--- config.mk ---
export PLATFORM = sky130hd
export DESIGN_NAME = spi_flash_id_responder_flat
export DESIGN_NICKNAME = d
export VERILOG_FILES = /design/src/rtl/spi_flash_id_responder_if.sv /design/src/rtl/spi_flash_id_responder.sv /design/src/flat_wrapper.sv
export SDC_FILE = /design/constraint.sdc
export NUM_CORES = 1
export LEC_CHECK = 0
export ABC_AREA = 1
export BUFFER_PORTS_ARGS = -buffer_cell sky130_fd_sc_hd__clkbuf_2
export CAP_MARGIN = 20
export CORE_MARGIN = 4
export CORE_UTILIZATION = 57
export DETAILED_ROUTE_END_ITERATION = 10
export GPL_TIMING_DRIVEN = 0
export PLACE_DENSITY_LB_ADDON = 0.2
export SLEW_MARGIN = 30
export SYNTH_ARGS = -nofsm -noshare
export SYNTH_HDL_FRONTEND = slang
export SYNTH_SLANG_ARGS = --single-unit
--- constraint.sdc ---
create_clock -name clk -period 1.94 [get_ports clk]
set_clock_uncertainty 0.1 [all_clocks]
set_input_delay 0.097 -clock clk [delete_from_list [all_inputs] [get_ports clk]]
set_output_delay 0.097 -clock clk [all_outputs]
set_load 0.01 [all_outputs]
--- src/rtl/spi_flash_id_responder_if.sv ---
// SPI bus bundle between spi_master and the flash ID responder.
// Signal names match the original flat SPI ports.
interface spi_flash_id_responder_if;
  logic SPICLK;
  logic SPIMOSI;
  logic SPISS_N;
  logic SPIMISO;

  modport master (
    output SPICLK,
    output SPIMOSI,
    output SPISS_N,
    input  SPIMISO
  );

  modport slave (
    input  SPICLK,
    input  SPIMOSI,
    input  SPISS_N,
    output SPIMISO
  );
endinterface

--- src/rtl/spi_flash_id_responder.sv ---
// SPI mode-0 slave answering RDID/RDSR like an M25P16. The bus is oversampled
// in the clk domain and the response is shifted out on SPIMISO.
module spi_flash_id_responder #(
  parameter logic [7:0] MFR_ID   = 8'h20,
  parameter logic [7:0] MEM_TYPE = 8'h20,
  parameter logic [7:0] MEM_CAP  = 8'h15,
  parameter logic [7:0] STATUS   = 8'h00
) (
  input  logic                    clk,
  input  logic                    reset,
  spi_flash_id_responder_if.slave spi,
  output logic                    busy,
  output logic                    cmd_done,
  output logic [7:0]              cmd
);
  localparam logic [7:0] OP_RDID = 8'h9F;
  localparam logic [7:0] OP_RDSR = 8'h05;

  typedef enum logic [1:0] {IDLE, CMD, RESP, IGNORE} state_t;
  state_t state, state_nx;

  // Synchronizers; the third SPICLK stage is the edge-detect history
  logic [2:0] sclk_sync;
  logic [1:0] mosi_sync;
  logic [1:0] ss_sync;
  logic       sclk_s, sclk_d, mosi_s, ss_s;
  logic       rise, fall;

  logic [7:0] op_sr;
  logic [7:0] resp_sr;
  logic [2:0] bit_cnt;
  logic [1:0] byte_idx;
  logic       is_rdid;
  logic       miso_q;

  logic [7:0] op_next;
  logic       op_known;
  logic [1:0] idx_next;
  logic [7:0] next_byte;

  always_ff @(posedge clk) begin
    if (reset) begin
      sclk_sync <= '0;
      mosi_sync <= '0;
      ss_sync   <= '1;
    end else begin
      sclk_sync <= {sclk_sync[1:0], spi.SPICLK};
      mosi_sync <= {mosi_sync[0], spi.SPIMOSI};
      ss_sync   <= {ss_sync[0], spi.SPISS_N};
    end
  end

  assign sclk_s = sclk_sync[1];
  assign sclk_d = sclk_sync[2];
  assign mosi_s = mosi_sync[1];
  assign ss_s   = ss_sync[1];
  assign rise   = sclk_s & ~sclk_d;
  assign fall   = ~sclk_s & sclk_d;

  always_comb begin
    op_next  = {op_sr[6:0], mosi_s};
    op_known = (op_next == OP_RDID) || (op_next == OP_RDSR);
    idx_next = (byte_idx == 2'd3) ? 2'd3 : byte_idx + 2'd1;
    if (!is_rdid) begin
      next_byte = STATUS;
    end else begin
      case (idx_next)
        2'd0:    next_byte = MFR_ID;
        2'd1:    next_byte = MEM_TYPE;
        2'd2:    next_byte = MEM_CAP;
        default: next_byte = 8'h00;
      endcase
    end
  end

  always_ff @(posedge clk) begin
    if (reset) begin
      state <= IDLE;
    end else begin
      state <= state_nx;
    end
  end

  // Deselect wins over any edge strobe arriving in the same cycle
  always_comb begin
    state_nx = state;
    cmd_done = 1'b0;
    busy     = (state != IDLE);
    if (ss_s) begin
      state_nx = IDLE;
    end else begin
      case (state)
        IDLE: state_nx = CMD;
        CMD: begin
          if (rise && (bit_cnt == 3'd7)) begin
            cmd_done = 1'b1;
            state_nx = op_known ? RESP : IGNORE;
          end
        end
        RESP:    state_nx = RESP;
        IGNORE:  state_nx = IGNORE;
        default: state_nx = IDLE;
      endcase
    end
  end

  always_ff @(posedge clk) begin
    if (reset) begin
      op_sr    <= '0;
      resp_sr  <= '0;
      bit_cnt  <= '0;
      byte_idx <= '0;
      is_rdid  <= 1'b0;
      miso_q   <= 1'b0;
      cmd      <= '0;
    end else if (ss_s) begin
      op_sr    <= '0;
      resp_sr  <= '0;
      bit_cnt  <= '0;
      byte_idx <= '0;
      is_rdid  <= 1'b0;
      miso_q   <= 1'b0;
    end else begin
      case (state)
        CMD: begin
          miso_q <= 1'b0;
          if (rise) begin
            op_sr   <= op_next;
            bit_cnt <= bit_cnt + 3'd1;
            if (cmd_done) begin
              cmd      <= op_next;
              byte_idx <= '0;
              is_rdid  <= (op_next == OP_RDID);
              resp_sr  <= (op_next == OP_RDID) ? MFR_ID :
                          (op_next == OP_RDSR) ? STATUS : 8'h00;
            end
          end
        end
        RESP: begin
          // bit_cnt wrapped to 0 on the 8th opcode rise, so it now counts falls
          if (fall) begin
            miso_q  <= resp_sr[7];
            bit_cnt <= bit_cnt + 3'd1;
            if (bit_cnt == 3'd7) begin
              resp_sr  <= next_byte;
              byte_idx <= idx_next;
            end else begin
              resp_sr <= {resp_sr[6:0], 1'b0};
            end
          end
        end
        default: begin
          bit_cnt <= (state == IDLE) ? 3'd0 : bit_cnt;
          miso_q  <= 1'b0;
        end
      endcase
    end
  end

  assign spi.SPIMISO = miso_q;

endmodule
--- src/flat_wrapper.sv ---
// flat-port wrapper written by rule: the top's interface ports become plain ports
module spi_flash_id_responder_flat 
#(
  parameter logic [7:0] MFR_ID   = 8'h20,
  parameter logic [7:0] MEM_TYPE = 8'h20,
  parameter logic [7:0] MEM_CAP  = 8'h15,
  parameter logic [7:0] STATUS   = 8'h00
)
  (clk, reset, busy, cmd_done, cmd, spi_SPICLK, spi_SPIMOSI, spi_SPISS_N, spi_SPIMISO);
  spi_flash_id_responder_if spi_i ();
  input  logic clk;
  input  logic reset;
  output logic busy;
  output logic cmd_done;
  output logic [7:0] cmd;
  input wire logic [$bits(spi_i.SPICLK)-1:0] spi_SPICLK;
  input wire logic [$bits(spi_i.SPIMOSI)-1:0] spi_SPIMOSI;
  input wire logic [$bits(spi_i.SPISS_N)-1:0] spi_SPISS_N;
  output wire logic [$bits(spi_i.SPIMISO)-1:0] spi_SPIMISO;
  assign spi_i.SPICLK = spi_SPICLK;
  assign spi_i.SPIMOSI = spi_SPIMOSI;
  assign spi_i.SPISS_N = spi_SPISS_N;
  assign spi_SPIMISO = spi_i.SPIMISO;
  spi_flash_id_responder #(.MFR_ID(MFR_ID), .MEM_TYPE(MEM_TYPE), .MEM_CAP(MEM_CAP), .STATUS(STATUS)) u_core (.clk(clk), .reset(reset), .spi(spi_i), .busy(busy), .cmd_done(cmd_done), .cmd(cmd));
endmodule
Word level (Yosys, flattened, before mapping):

Index checks and enable logic that the tools add are counted.

* add/subtract/negate cells: 2
* multipliers: 0
* div/mod/pow operators: 0
* order comparisons: 0
* equality and inequality tests: 14
* shift operators: 0
* muxes and demuxes: 24
* bitwise gates (word level): 6
* reduce and logical (&&, ||, !) cells: 16

Operator list (number)
* $mux W8: 5
* $pmux W8 S2: 1
* $mux W2: 6
* $pmux W6 S2: 1
* $mux W3: 3
* $eq A2 B2 Y1 const B: 4
* $eq A8 B3 Y1 const B: 1
* $eq A8 B8 Y1 const B: 1
* $ne A2 B1 Y1 const B: 4
* $pmux W2 S4: 1
* $reduce_and A4 Y1: 2
* $mux W6: 1
* $pmux W3 S2: 1
* $reduce_and A3 Y1: 2
* $reduce_and A5 Y1: 1
* $eq A2 B1 Y1 const B: 2
* $logic_not A2 Y1: 2
* $mux W1: 4
* $not A1 Y1: 4
* $pmux W2 S2: 1
* $reduce_bool A2 Y1: 2
* $reduce_or A2 Y1: 2
* $add A3 B1 Y3 const B: 1
* $eq A3 B3 Y1 const B: 1
* other kinds (8): 9

* bits in registers: 39
* latch bits: 0
* memory bits (writable): 0
* memory bits (read-only): 0
* input bits: 5
* memories kept: 0

Longest topological paths before layout:

* word-level depth: 9
* mapped depth: 9

Worst setup path after synthesis:

Ideal clock, no wire load.

* path type: register to register
* from: register u_core.state[0]
* to: register u_core.resp_sr[2]
* arrival: 1291 ps
* setup slack: 436 ps
* stages on the path, launching flop included: 8
* path buffers: 1
* clock period less this slack: 1504 ps
* cell sequence: dfxtp_1 > inv_1 > ha_1 > clkbuf_2 > a21boi_4 > nand2_2 > nor2_1 > nor2_1

* word-level cells in the longest chain between the ends: 5
* elaborated cells on any way between the ends: 10
* those cells by class: 5 x eq/ne; 3 x mux; 2 x reduce/logical

RTL lines
* start, declared: line spi_flash_id_responder.sv:20 `state_t state, state_nx;`
* start signal, assigned: line spi_flash_id_responder.sv:80 `state <= state_nx;`
* $eq A2 B1 Y1: line spi_flash_id_responder.sv:92, spi_flash_id_responder.sv:124
* $mux W1: line spi_flash_id_responder.sv:92 `case (state)`
* $mux W1: line spi_flash_id_responder.sv:89 `if (ss_s) begin`
* $ne A2 B2 Y1 (no source line)
* $reduce_and A4 Y1 (no source line)
* end signal, assigned: line spi_flash_id_responder.sv:134 `resp_sr <= (op_next == OP_RDID) ? MFR_ID :`
* end signal, assigned: line spi_flash_id_responder.sv:145 `resp_sr <= next_byte;`
* end signal, assigned: line spi_flash_id_responder.sv:148 `resp_sr <= {resp_sr[6:0], 1'b0};`
* end, declared: line spi_flash_id_responder.sv:30 `logic [7:0] resp_sr;`

Parallel ways exist; a longest one is shown, timed or not.
A chain may end at the register's enable or synchronous reset.

Worst setup path after layout:

* from: register u_core.bit_cnt[0]
* to: output cmd_done

* word-level cells in the longest chain between the ends: 5

RTL lines
* start, declared: line spi_flash_id_responder.sv:31 `logic [2:0] bit_cnt;`
* start signal, assigned: line spi_flash_id_responder.sv:129 `bit_cnt <= bit_cnt + 3'd1;`
* start signal, assigned: line spi_flash_id_responder.sv:143 `bit_cnt <= bit_cnt + 3'd1;`
* start signal, assigned: line spi_flash_id_responder.sv:153 `bit_cnt <= (state == IDLE) ? 3'd0 : bit_cnt;`
* $eq A3 B3 Y1: line spi_flash_id_responder.sv:95 `if (rise && (bit_cnt == 3'd7)) begin`
* $logic_and A1 B1 Y1: line spi_flash_id_responder.sv:95
* $mux W1: line spi_flash_id_responder.sv:95
* $mux W1: line spi_flash_id_responder.sv:92
* $mux W1: line spi_flash_id_responder.sv:89
* end, declared: line flat_wrapper.sv:14 `output logic cmd_done;`

Every way passes these cells.

==> impl_results.md <==
- Via count: around 1,500
- Simple-Gate Fraction of Synth Area: 0.2736
- Most common cell after layout, fill and taps aside: nand2_1
- Most frequent cells in the layout: nand2_1, nor2_1, dfxtp_1
- Adder-Cell Fraction of Synth Area: 0.05054
- Clock-pin slew on the worst setup and hold paths: between 0.1 and 0.15 ns
- Worst hold path cell count: 2
- Fin worst setup slack: 0.1489 ns
- CTS tree: done
- Synth warnings: 0
- DP Area: between 1500 and 2000 um2
- IO buf count: 15
- Detail Route Antenna Nets: 0
- Post-synth cell types: 22
- Status: finished clean
- Largest net degree at the start of global routing: 12
- Largest family of logic cells by synthesized area: simple AND/OR/NAND/NOR gates
- Row count: 19
- Worst path required time: approximately 1.7 ns
- Placed Cells: 282
- Routability cong.: 0.7741
- H-tree lvl count: 2
- Clk root buf: clkbuf_4
- R2r endpoint: u_core.resp_sr[4]$_SDFFE_PP0P_
- ANT cells: 0
- Setup Viol. Count Final: 0
- Post-synth ARST share: 0
- Worst vdd ir: about 540 uV
- Post-Route Setup TNS: 0 ns
- Register area share after synthesis: 0.4505
- Worst skew pair latency: between 0.3 and 0.4 ns
- Core Region: around 2800 um2
- Average size of a mapped cell: 7.343 um2
- Post-Synth XOR/XNOR Area: 0
- Pleak: ~0.87 nW
- CP Class: register to primary output
- Critical Path AT: between 1.5 and 2 ns
- Grt ovf: 0
- Reg area: between 700 and 800 um2
- Post-synth EDFFs: 0
- RSZ-0062 raised after global routing: no
- Global Route Usage Sum: 0.1891
- R2R setup slack: between 0.2 and 0.3 ns
- Met1 usage: 0.2370
- Worst setup SP type: register
- Horiz. Die Dim: 63.14 um
- Finished Cell Area: about 2000 um2
- CTS Buffer Depth: 2
- Maximum clock frequency: 558.3 MHz
- Initial Utilization: 0.6126
- Crit-path max FO: 10
- Complex-gate fraction of the synthesized area: 0.1386
- Num CTS Buffers: 5
- Clk sinks: 39
- FF-to-FF Start: u_core.state[0]$_SDFFE_PP0P_
- Share of cells above drive strength 1: 0.1811
- Vias in the first global route: approximately 1,400
- Mapped Area: about 1700 um2
- Crit share post-route: 0.9232
- Busiest layer in global routing: met2
- Postcts setup bufs: 0
- Max-slew violation count: 0
- Worst reg2reg path depth: 8
- Drc violations: 0
- Met2 GRT Util: 0.2912
- Syn Nets: roughly 250
- Prevailing post-synth register cell: dfxtp_1
- Drt via density: 5.014
- Pre-antenna DRT Iters: 4
- Post-route insts no fill: between 200 and 300
- Met3 Track Usage GR: 0.06394
- Final-layout fill cell count: between 200 and 250
- Antenna violations before repair: 0
- Area grow syn2layout: 15.45%
- Area of the multi-input gates: around 830 um2
- Mux cell area share after synthesis: 0
- Fin crit period: about 1.8 ns
- Top-level I/O count: 16
- Power Total: approximately 1.3 mW
- Pre-CTS setup slack: between 0.2 and 0.25 ns
- Final HPWL DP: roughly 2300 um
- Crit path capture type: primary output
- Hold/Removal Path Class: register to register
- Routed len/inst: 11.38 um
- First-pass GRT wire length: 5927 um
- Die Ht: 63.14 um
- Hold Crit Start: u_core.sclk_sync[0]$_SDFF_PP0_
- Layout Nets: around 280
- Hold path endpoint: u_core.sclk_sync[1]$_SDFF_PP0_
- Max-cap viol count: 0
- Post-Route WL: 3368 um
- Power per cell area: 650.8 nW/um2
- Total die area: between 3000 and 4000 um2
- Count of state elements after synthesis: 39
- Initial DRC Count: 65
- Slew headroom: 0.8062
- Hold slack: roughly 0.31 ns
- Worst slew pin tran: between 0.2 and 0.3 ns
- Final hold violations: 0
- Cells after Synth: roughly 240
- Fin util: 0.7072
==> synthesized netlist by cell type, types with 2 or more instances <==
cell | instances | area [um2]
nand2_1 | 44 | 165.2
nor2_1 | 40 | 150.1
dfxtp_1 | 39 | 780.8
inv_1 | 26 | 97.59
a21oi_1 | 23 | 115.1
o21ai_0 | 18 | 90.09
nand3_1 | 15 | 75.07
ha_1 | 7 | 87.58
inv_2 | 5 | 18.77
nand2_2 | 5 | 31.28
buf_2 | 2 | 10.01
or2_2 | 2 | 12.51
==> what timing repair did <==
action,4_1_cts,5_1_grt
endpoints found under the setup margin,1,1
hold buffers,7,0
hold endpoints to repair,7,0
gates resized for setup,1,6
pin swaps,0,1
gates cloned,0,0
==> report_power, final <==
part | switching [mW] | internal, mW | total, mW
Sequential | 0.00516 | 0.808 | 0.813
Combinational | 0.0373 | 0.0302 | 0.0675
Clock | 0.253 | 0.168 | 0.421
==> worst max-delay path by stage <==
| stage | start | end | slack (ns) | depth (start not counted) |
|---|---|---|---|---|
| floorplan | u_core.state[0]$_SDFFE_PP0P_ | u_core.resp_sr[2]$_SDFFE_PP0P_ | 0.44 | 7 |
| global placement | u_core.bit_cnt[0]$_SDFFE_PP0P_ | u_core.resp_sr[6]$_SDFFE_PP0P_ | 0.26 | 8 |
| detailed placement | u_core.bit_cnt[0]$_SDFFE_PP0P_ | u_core.resp_sr[7]$_SDFFE_PP0P_ | 0.24 | 8 |
| CTS | u_core.bit_cnt[0]$_SDFFE_PP0P_ | cmd_done | 0.001 | 6 |
| global route | u_core.state[1]$_SDFFE_PP0P_ | cmd_done | 0.007 | 6 |
| finish | u_core.bit_cnt[0]$_SDFFE_PP0P_ | cmd_done | 0.15 | 6 |
==> routing by layer <==
metal | wire length [um] | up-vias
li1 | - | 806
met1 | 1629 | 644
met2 | 1531 | 28
met3 | 140 | 6
met4 | 66 | 0
met5 | 0 | -
==> flip-flops by register name, summed over array words and instances (netlist names), 2 cells and up <==
name,count
u_core.cmd,8
u_core.ss_sync,2
u_core.bit_cnt,3
u_core.sclk_sync,3
u_core.state,2
u_core.op_sr,7
u_core.mosi_sync,2
u_core.byte_idx,2
u_core.resp_sr,8
==> area by class of cell <==
class	count	share of cell area
Sequential cell	39	0.3915
Inverter	31	0.05816
Clock inverter	1	0.002502
Timing Repair Buffer	22	0.07255
Multi-Input combinational cell	161	0.4134
Clock buffer	6	0.02564
Tap cell	31	0.01939
Buffer	5	0.01689
==> worst max-delay path, cell delays in order, from the launching register on <==
cell,delay [ns]
dfxtp_2,0.36
ha_1,0.18
ha_4,0.16
nand2_2,0.10
nor2_8,0.15
buf_6,0.16
clkbuf_2,0.14
==> cells by family (layout without fill, tap and decap cells) <==
family          count (synthesis)  count (layout)
buf+inv                        36              65
fa+ha+maj                       7               7
simple gates                  110             110
flops                          39              39
compound gates                 44              44
(Power assumes the default switching activity.)
